$ cat config.mk
export PLATFORM = sky130hd
export DESIGN_NAME = debug_monitor_flat
export DESIGN_NICKNAME = d
export VERILOG_FILES = /design/src/rtl/debug_monitor_if.sv /design/src/rtl/debug_monitor.sv /design/src/flat_wrapper.sv
export SDC_FILE = /design/constraint.sdc
export NUM_CORES = 1
export LEC_CHECK = 0
export CORE_MARGIN = 2
export CORE_UTILIZATION = 40
export CTS_BUF_LIST = sky130_fd_sc_hd__clkbuf_8
export DETAILED_ROUTE_END_ITERATION = 10
export GPL_ROUTABILITY_DRIVEN = 0
export GPL_TIMING_DRIVEN = 0
export MAX_ROUTING_LAYER = met4
export PLACE_DENSITY = 0.71
export SKIP_LAST_GASP = 1
export SLEW_MARGIN = 20
export SYNTH_ARGS = -nofsm -noshare
export SYNTH_HDL_FRONTEND = slang
export SYNTH_SLANG_ARGS = --single-unit
$ cat constraint.sdc
create_clock -name clock -period 3.98 [get_ports clock]
set_clock_uncertainty 0.1 [all_clocks]
set_input_delay 0.398 -clock clock [delete_from_list [all_inputs] [get_ports clock]]
set_output_delay 0.398 -clock clock [all_outputs]
set_load 0.1 [all_outputs]
$ cat src/rtl/debug_monitor_if.sv
// Signal bundle between the halt monitor, the processor's wait/debug ports and the host dump stream.
// The monitor uses the master view; the processor/host side uses the slave view.
interface debug_monitor_if #(
  parameter int WORD_SIZE = 18
);
  logic                 wait_for_continue;
  logic                 wait_continue_execution;
  logic                 debug_get_param;
  logic [3:0]           debug_reg_addr;
  logic [WORD_SIZE-1:0] debug_data_out;
  logic                 dump_valid;
  logic [WORD_SIZE-1:0] dump_data;
  logic [3:0]           dump_index;
  logic                 dump_ready;
  logic                 host_continue;
  logic                 halted;
  logic [7:0]           halt_count;

  modport master (
    input  wait_for_continue,
    input  debug_data_out,
    input  dump_ready,
    input  host_continue,
    output wait_continue_execution,
    output debug_get_param,
    output debug_reg_addr,
    output dump_valid,
    output dump_data,
    output dump_index,
    output halted,
    output halt_count
  );

  modport slave (
    output wait_for_continue,
    output debug_data_out,
    output dump_ready,
    output host_continue,
    input  wait_continue_execution,
    input  debug_get_param,
    input  debug_reg_addr,
    input  dump_valid,
    input  dump_data,
    input  dump_index,
    input  halted,
    input  halt_count
  );
endinterface

$ cat src/rtl/debug_monitor.sv
// Halt monitor: on a processor `wait`, dumps r0..r7 and ip as a valid/ready stream,
// then holds the processor until the host asks to continue and releases it with one pulse.
module debug_monitor #(
  parameter int WORD_SIZE = 18,
  parameter int REG_COUNT = 8
) (
  input logic             clock,
  input logic             reset,
  debug_monitor_if.master bus
);

  typedef enum logic [2:0] {
    IDLE,
    SETUP,
    SEND,
    WAIT_HOST,
    RELEASE,
    WAIT_DROP
  } state_t;

  state_t               r_state;
  logic [3:0]           r_k;
  logic                 r_wce;
  logic                 r_get_param;
  logic [3:0]           r_reg_addr;
  logic                 r_dump_valid;
  logic [WORD_SIZE-1:0] r_dump_data;
  logic [3:0]           r_dump_index;
  logic                 r_halted;
  logic [7:0]           r_halt_count;

  logic w_last;
  logic w_abort;

  assign w_last  = (r_k == 4'(REG_COUNT));
  // A dropped halt level while dumping or waiting means the processor was reset underneath us.
  assign w_abort = !bus.wait_for_continue &&
                   ((r_state == SETUP) || (r_state == SEND) || (r_state == WAIT_HOST));

  always_ff @(posedge clock or negedge reset) begin
    if (!reset) begin
      r_state      <= IDLE;
      r_k          <= 4'd0;
      r_wce        <= 1'b0;
      r_get_param  <= 1'b0;
      r_reg_addr   <= 4'd0;
      r_dump_valid <= 1'b0;
      r_dump_data  <= '0;
      r_dump_index <= 4'd0;
      r_halted     <= 1'b0;
      r_halt_count <= 8'd0;
    end else begin
      r_wce <= 1'b0;
      if (w_abort) begin
        r_state      <= IDLE;
        r_k          <= 4'd0;
        r_dump_valid <= 1'b0;
        r_get_param  <= 1'b0;
        r_halted     <= 1'b0;
      end else begin
        case (r_state)
          IDLE: begin
            if (bus.wait_for_continue) begin
              r_state     <= SETUP;
              r_k         <= 4'd0;
              r_halted    <= 1'b1;
              r_get_param <= 1'b1;
              r_reg_addr  <= 4'd0;
              if (r_halt_count != 8'hFF) begin
                r_halt_count <= r_halt_count + 8'd1;
              end
            end
          end
          SETUP: begin
            r_dump_data  <= bus.debug_data_out;
            r_dump_index <= r_k;
            r_dump_valid <= 1'b1;
            r_state      <= SEND;
          end
          SEND: begin
            if (bus.dump_ready) begin
              r_dump_valid <= 1'b0;
              if (w_last) begin
                r_state     <= WAIT_HOST;
                r_get_param <= 1'b0;
              end else begin
                r_k        <= r_k + 4'd1;
                r_reg_addr <= r_k + 4'd1;
                r_state    <= SETUP;
              end
            end
          end
          WAIT_HOST: begin
            // The release pulse is registered on entry so it lines up with the RELEASE cycle.
            if (bus.host_continue) begin
              r_state <= RELEASE;
              r_wce   <= 1'b1;
            end
          end
          RELEASE: begin
            r_halted <= 1'b0;
            r_state  <= WAIT_DROP;
          end
          WAIT_DROP: begin
            if (!bus.wait_for_continue) begin
              r_state <= IDLE;
            end
          end
          default: begin
            r_state <= IDLE;
          end
        endcase
      end
    end
  end

  assign bus.wait_continue_execution = r_wce;
  assign bus.debug_get_param         = r_get_param;
  assign bus.debug_reg_addr          = r_reg_addr;
  assign bus.dump_valid              = r_dump_valid;
  assign bus.dump_data               = r_dump_data;
  assign bus.dump_index              = r_dump_index;
  assign bus.halted                  = r_halted;
  assign bus.halt_count              = r_halt_count;

endmodule

$ cat src/flat_wrapper.sv
// flat-port wrapper written by rule: the top's interface ports become plain ports
module debug_monitor_flat 
#(
  parameter int WORD_SIZE = 18,
  parameter int REG_COUNT = 8
)
  (clock, reset, bus_wait_for_continue, bus_debug_data_out, bus_dump_ready, bus_host_continue, bus_wait_continue_execution, bus_debug_get_param, bus_debug_reg_addr, bus_dump_valid, bus_dump_data, bus_dump_index, bus_halted, bus_halt_count);
  debug_monitor_if #(.WORD_SIZE(WORD_SIZE)) bus_i ();
  input logic clock;
  input logic reset;
  input wire logic [$bits(bus_i.wait_for_continue)-1:0] bus_wait_for_continue;
  input wire logic [$bits(bus_i.debug_data_out)-1:0] bus_debug_data_out;
  input wire logic [$bits(bus_i.dump_ready)-1:0] bus_dump_ready;
  input wire logic [$bits(bus_i.host_continue)-1:0] bus_host_continue;
  output wire logic [$bits(bus_i.wait_continue_execution)-1:0] bus_wait_continue_execution;
  output wire logic [$bits(bus_i.debug_get_param)-1:0] bus_debug_get_param;
  output wire logic [$bits(bus_i.debug_reg_addr)-1:0] bus_debug_reg_addr;
  output wire logic [$bits(bus_i.dump_valid)-1:0] bus_dump_valid;
  output wire logic [$bits(bus_i.dump_data)-1:0] bus_dump_data;
  output wire logic [$bits(bus_i.dump_index)-1:0] bus_dump_index;
  output wire logic [$bits(bus_i.halted)-1:0] bus_halted;
  output wire logic [$bits(bus_i.halt_count)-1:0] bus_halt_count;
  assign bus_i.wait_for_continue = bus_wait_for_continue;
  assign bus_i.debug_data_out = bus_debug_data_out;
  assign bus_i.dump_ready = bus_dump_ready;
  assign bus_i.host_continue = bus_host_continue;
  assign bus_wait_continue_execution = bus_i.wait_continue_execution;
  assign bus_debug_get_param = bus_i.debug_get_param;
  assign bus_debug_reg_addr = bus_i.debug_reg_addr;
  assign bus_dump_valid = bus_i.dump_valid;
  assign bus_dump_data = bus_i.dump_data;
  assign bus_dump_index = bus_i.dump_index;
  assign bus_halted = bus_i.halted;
  assign bus_halt_count = bus_i.halt_count;
  debug_monitor #(.WORD_SIZE(WORD_SIZE), .REG_COUNT(REG_COUNT)) u_core (.clock(clock), .reset(reset), .bus(bus_i));
endmodule
* Word-level counts from Yosys, hierarchy flattened *
Cells that the tools add are included.
Widths: inputs -> output; s select.

operators by class
  add/sub/neg operators = 2
  multiply operators = 0
  div/mod/pow operators = 0
  order comparisons = 0
  equal/unequal tests = 16
  shifts and indexed selects = 0
  muxes and demuxes = 25
  bitwise operators = 1
  reduce and logical (&&, ||, !) cells = 17

operators with widths
  operator             count
  $pmux 3 s6           1
  $mux 4               4
  $reduce_and 4->1     4
  $mux 3               5
  $ne 3x2->1 const B   4
  $mux 1               10
  $reduce_bool 3->1    3
  $add 8x1->8 const B  1
  $ne 8x8->1 const B   1
  $pmux 4 s2           1
  $eq 3x2->1 const B   2
  $eq 3x3->1 const B   2
  $ne 2x2->1 const B   3
  $pmux 1 s2           3
  $reduce_and 2->1     3
  $reduce_and 5->1     1
  $add 4x1->4 const B  1
  $eq 4x4->1 const B   1
  $eq 3x1->1 const B   1
  $logic_not 3->1      1
  $ne 3x1->1 const B   1
  $ne 3x3->1 const B   1
  $logic_or 1x1->1     2
  $mux 2               1
  other kinds (4)      4

storage, ports and cells
  register bits = 45
  latch bits = 0
  memory bits (writable) = 0
  memory bits (read-only) = 0
  input bits = 23
  word-level logic and storage cells = 71
  memories = 0

* Depth between registers and ports, before layout *
  word-level depth = 6
  gate-level depth with buffers = 6
  gate-level depth less buffers = 6

* Least setup slack after synthesis *
OpenSTA, ideal clock, no wires.

  path kind = flip-flop to flip-flop
  from = register u_core.r_halt_count[0], in the netlist u_core.bus.halt_count[0]
  to = register u_core.r_halt_count[1], in the netlist u_core.bus.halt_count[1]
  arrival time = 1.991 ns
  required time = 3.754 ns
  path slack = 1.763 ns
  stages on the path, launching flop included = 6
  period minus slack after synthesis = 2.217 ns
  cell sequence = dfrtp_1 ha_1 and4_1 nand2_1 nand3_1 mux2_2

on the way
  word-level cells in the longest chain between the ends = 2
  elaborated cells on any way between the ends = 3

ends and longest elaborated chain
  element                                              line                 text
  start: declaration                                   debug_monitor.sv:30  logic [7:0] r_halt_count;
  start signal: assignment                             debug_monitor.sv:70  r_halt_count <= r_halt_count + 8'd1;
  branches (longest 2 deep; another with $add 8x1->8)  --

Several ways; the timed one is not identified.
A chain may end at the register's enable or synchronous reset.

* Final worst setup path *
  from = register u_core.r_halt_count[2], in the netlist u_core.bus.halt_count[2]
  to = output bus_halt_count[2]

RTL lines
  element           line                text
  end: declaration  flat_wrapper.sv:22  output wire logic [$bits(bus_i.halt_count)-1:0] bus_halt_count;

No word-level cell between the ends.

==> metrics <==
clock buffer depth=2; Synth Warn #=0; starting density of the core=approximately two fifths; vias in the first global route=roughly 1,400; EDFF count, synth=0; Post-Syn Instances=165; drt pass-1 iters=4; fmax=around 0.42 GHz; Setup CP Type=reg2out; # DRC=0; Total GRT Usage=between 15 and 20%; max-cap check violation count=0; IO Pins=between 60 and 70; async set-reset flop share out of synthesis=100.0%; Avg Inst Size Synth=approximately 13 um^2; CP max-delay cell=clkdlybuf4s50_1; Synth Register Bits=45; final setup vio count=0; main area contributors after synthesis=dfrtp_1 53%, mux2_4 15%, a21oi_1 1.9%, buf_12 1.9%, a21o_1 1.8%; Die Span X=between 70 and 80 um; clk_lat worst skew=approximately 0.29 ns; Slew HR=between 30% and 40%; number of distinct library cells after synthesis=43; Max Slew Vio Count=0; CP bufs+invs=1; status=complete, no violations; Worst setup EP type=primary output; Tcrit/Tclk final=60.16%; CTS buffer count=5; HP Class=reg2reg; vias=1,501; GR Overflow Total=0; Post-synth top flop=dfrtp_1; # diodes=0; area of the multi-input gates=between 800 and 900 um^2; GRT Max-Usage Layer=met1; type of origin of the critical path=flop; most frequent cell after synthesis=dfrtp_1; fraction of layout cells with a size suffix above 1=approximately a fifth; Die Area=5911 um^2; routed vias/inst=between 4 and 5; CTS-repair resized insts=0; minimum clock period=about 2.4 ns; first-pass GRT wire length=7.127 mm; syn nets=about 190; clock root buffer=clkbuf_8; drt total wl=4.111 mm; Final Core Density=about 57%; # H-tree levels=2; worst-path fanout max=7; RSZ-0062 raised after global routing=no; initial antenna violation count=0; Hold Fails Final Rpt=0; Synth area leader=dfrtp_1; post-synthesis cell area=approximately 2100 um^2; CTS sink cnt=between 40 and 50; Setup TNS=0 ns; register area share after synthesis=a little over half; fillers=~450; clock-pin slew on the worst setup and hold paths=0.09 ns; top cells by count, synth=45 x dfrtp_1, 21 x mux2_4, 10 x nor2_1, 8 x a21oi_1, 8 x nand2_1; die height=about 77 um; CP arrival=between 1.5 and 2 ns; Synth top area share=a little over half; Wirelength per Cell=roughly 13 um; register area=1126 um^2; GR met1 Demand/Resource=between 20% and 30%; Post-layout nets=260; GR Util met3=3.412%; largest net degree at the start of global routing=28; CTS tree=done; HPWL Detailed=approximately 3.0 mm; Critical Path RT=3.48 ns; Initial DRC Count=slightly below 50; Slowest Stage Delay on Critical Path=between 1 and 1.5 ns; FP Rows=26; worst slew pin tran=between 0.9 and 1 ns; port buffer count=60; M2 GR Usage=between 20% and 30%; core area=slightly above 5000 um^2; Antenna Nets Post-Route=0; worst-path cell chain=clkdlybuf4s50_1; CP delay by family, top=buffers and inverters; Area growth, synth to finish=37.63%
==> state kept, by name, indices dropped and copies added (netlist names) <==
signal and count:
u_core.bus.dump_valid 1, u_core.bus.debug_get_param 1, u_core.r_k 4, u_core.r_state 3, u_core.bus.dump_data 18, u_core.bus.halted 1, u_core.bus.dump_index 4, u_core.bus.halt_count 8
u_core.bus.wait_continue_execution 1, u_core.bus.debug_reg_addr 4
==> final timing paths <==
check	endpoint	startpoint	cells after the start	slack (ns)
hold / removal	u_core.bus.debug_reg_addr[0]	u_core.bus.debug_reg_addr[0]	1	0.38
hold reg to reg	u_core.bus.debug_reg_addr[0]	u_core.bus.debug_reg_addr[0]	1	0.38
setup / recovery	bus_halt_count[2]	u_core.bus.halt_count[2]	1	1.59
min in group asynchronous	u_core.bus.halt_count[5]	reset	2	0.48
setup reg to reg	u_core.bus.debug_reg_addr[2]	u_core.r_k[0]	6	2.26
max in group asynchronous	u_core.bus.dump_data[15]	reset	3	2.81
==> per-layer routing <==
metal	share of wire (%)	wire, um
met5	0	0
met4	1.7	69
met3	4.7	193
met2	44	1794
met1	50	2055
==> layout by cell type, fill, tap and decap left out, types with 6 or more instances in the layout <==
master,Yosys,final
clkdlybuf4s50_1,0,59
inv_1,6,6
a21oi_1,8,8
nor2_1,10,10
mux2_4,21,21
nand2_1,8,8
dfrtp_1,45,45
==> worst reg2reg max path: cells and delay by family (launching register included) <==
family          cells  cell delay [ns]
fa+ha+maj           1             0.21
buf+inv             1             0.07
flops               1             0.45
compound gates      3             0.66
simple gates        1             0.13
==> final cells by class <==
cell class / instances / area share (%)
Sequential cell: 45 / 38.51
Multi-Input combinational cell: 106 / 30.59
Timing Repair Buffer: 62 / 21.39
Tap cell: 70 / 2.995
Buffer: 8 / 2.781
Clock buffer: 5 / 2.353
Inverter: 6 / 0.7702
Clock inverter: 3 / 0.5991
==> repair_timing <==
| item | 4_1_cts | 5_1_grt |
|---|---|---|
| hold endpoints to repair | 18 | 0 |
| endpoints found under the setup margin | 0 | 0 |
| setup buffers | 0 | 0 |
| hold buffers | 1 | 0 |
==> cells by family (layout without fill, tap and decap cells) <==
family	count (synthesis)	count (layout)	share of synthesized area, %
adders and majority gates	3	3	1.767
muxes	27	27	17.90
and+or+nand+nor	41	41	10.95
DFF	45	45	53.00
AOI/OAI and AO/OA	33	33	10.66
buffers and inverters	14	84	4.888
xor gates and xnor gates	2	2	0.8247
==> per-stage QoR <==
step                      setup WS (ns)  area (um^2)  std cells  hold WS, ns
after global placement            1.187         2813        295       0.3699
after detailed placement          1.823         2828        296       0.2652
after CTS                         1.567         2924        305       0.3903
final                             1.586         2924        305       0.3837
after floorplan                   1.763         2125        165     0.002409
after global routing              1.522         2924        305       0.4214
Power is not shown: default switching activity piles up to over one toggle a cycle in this logic, so the estimate is an artifact.
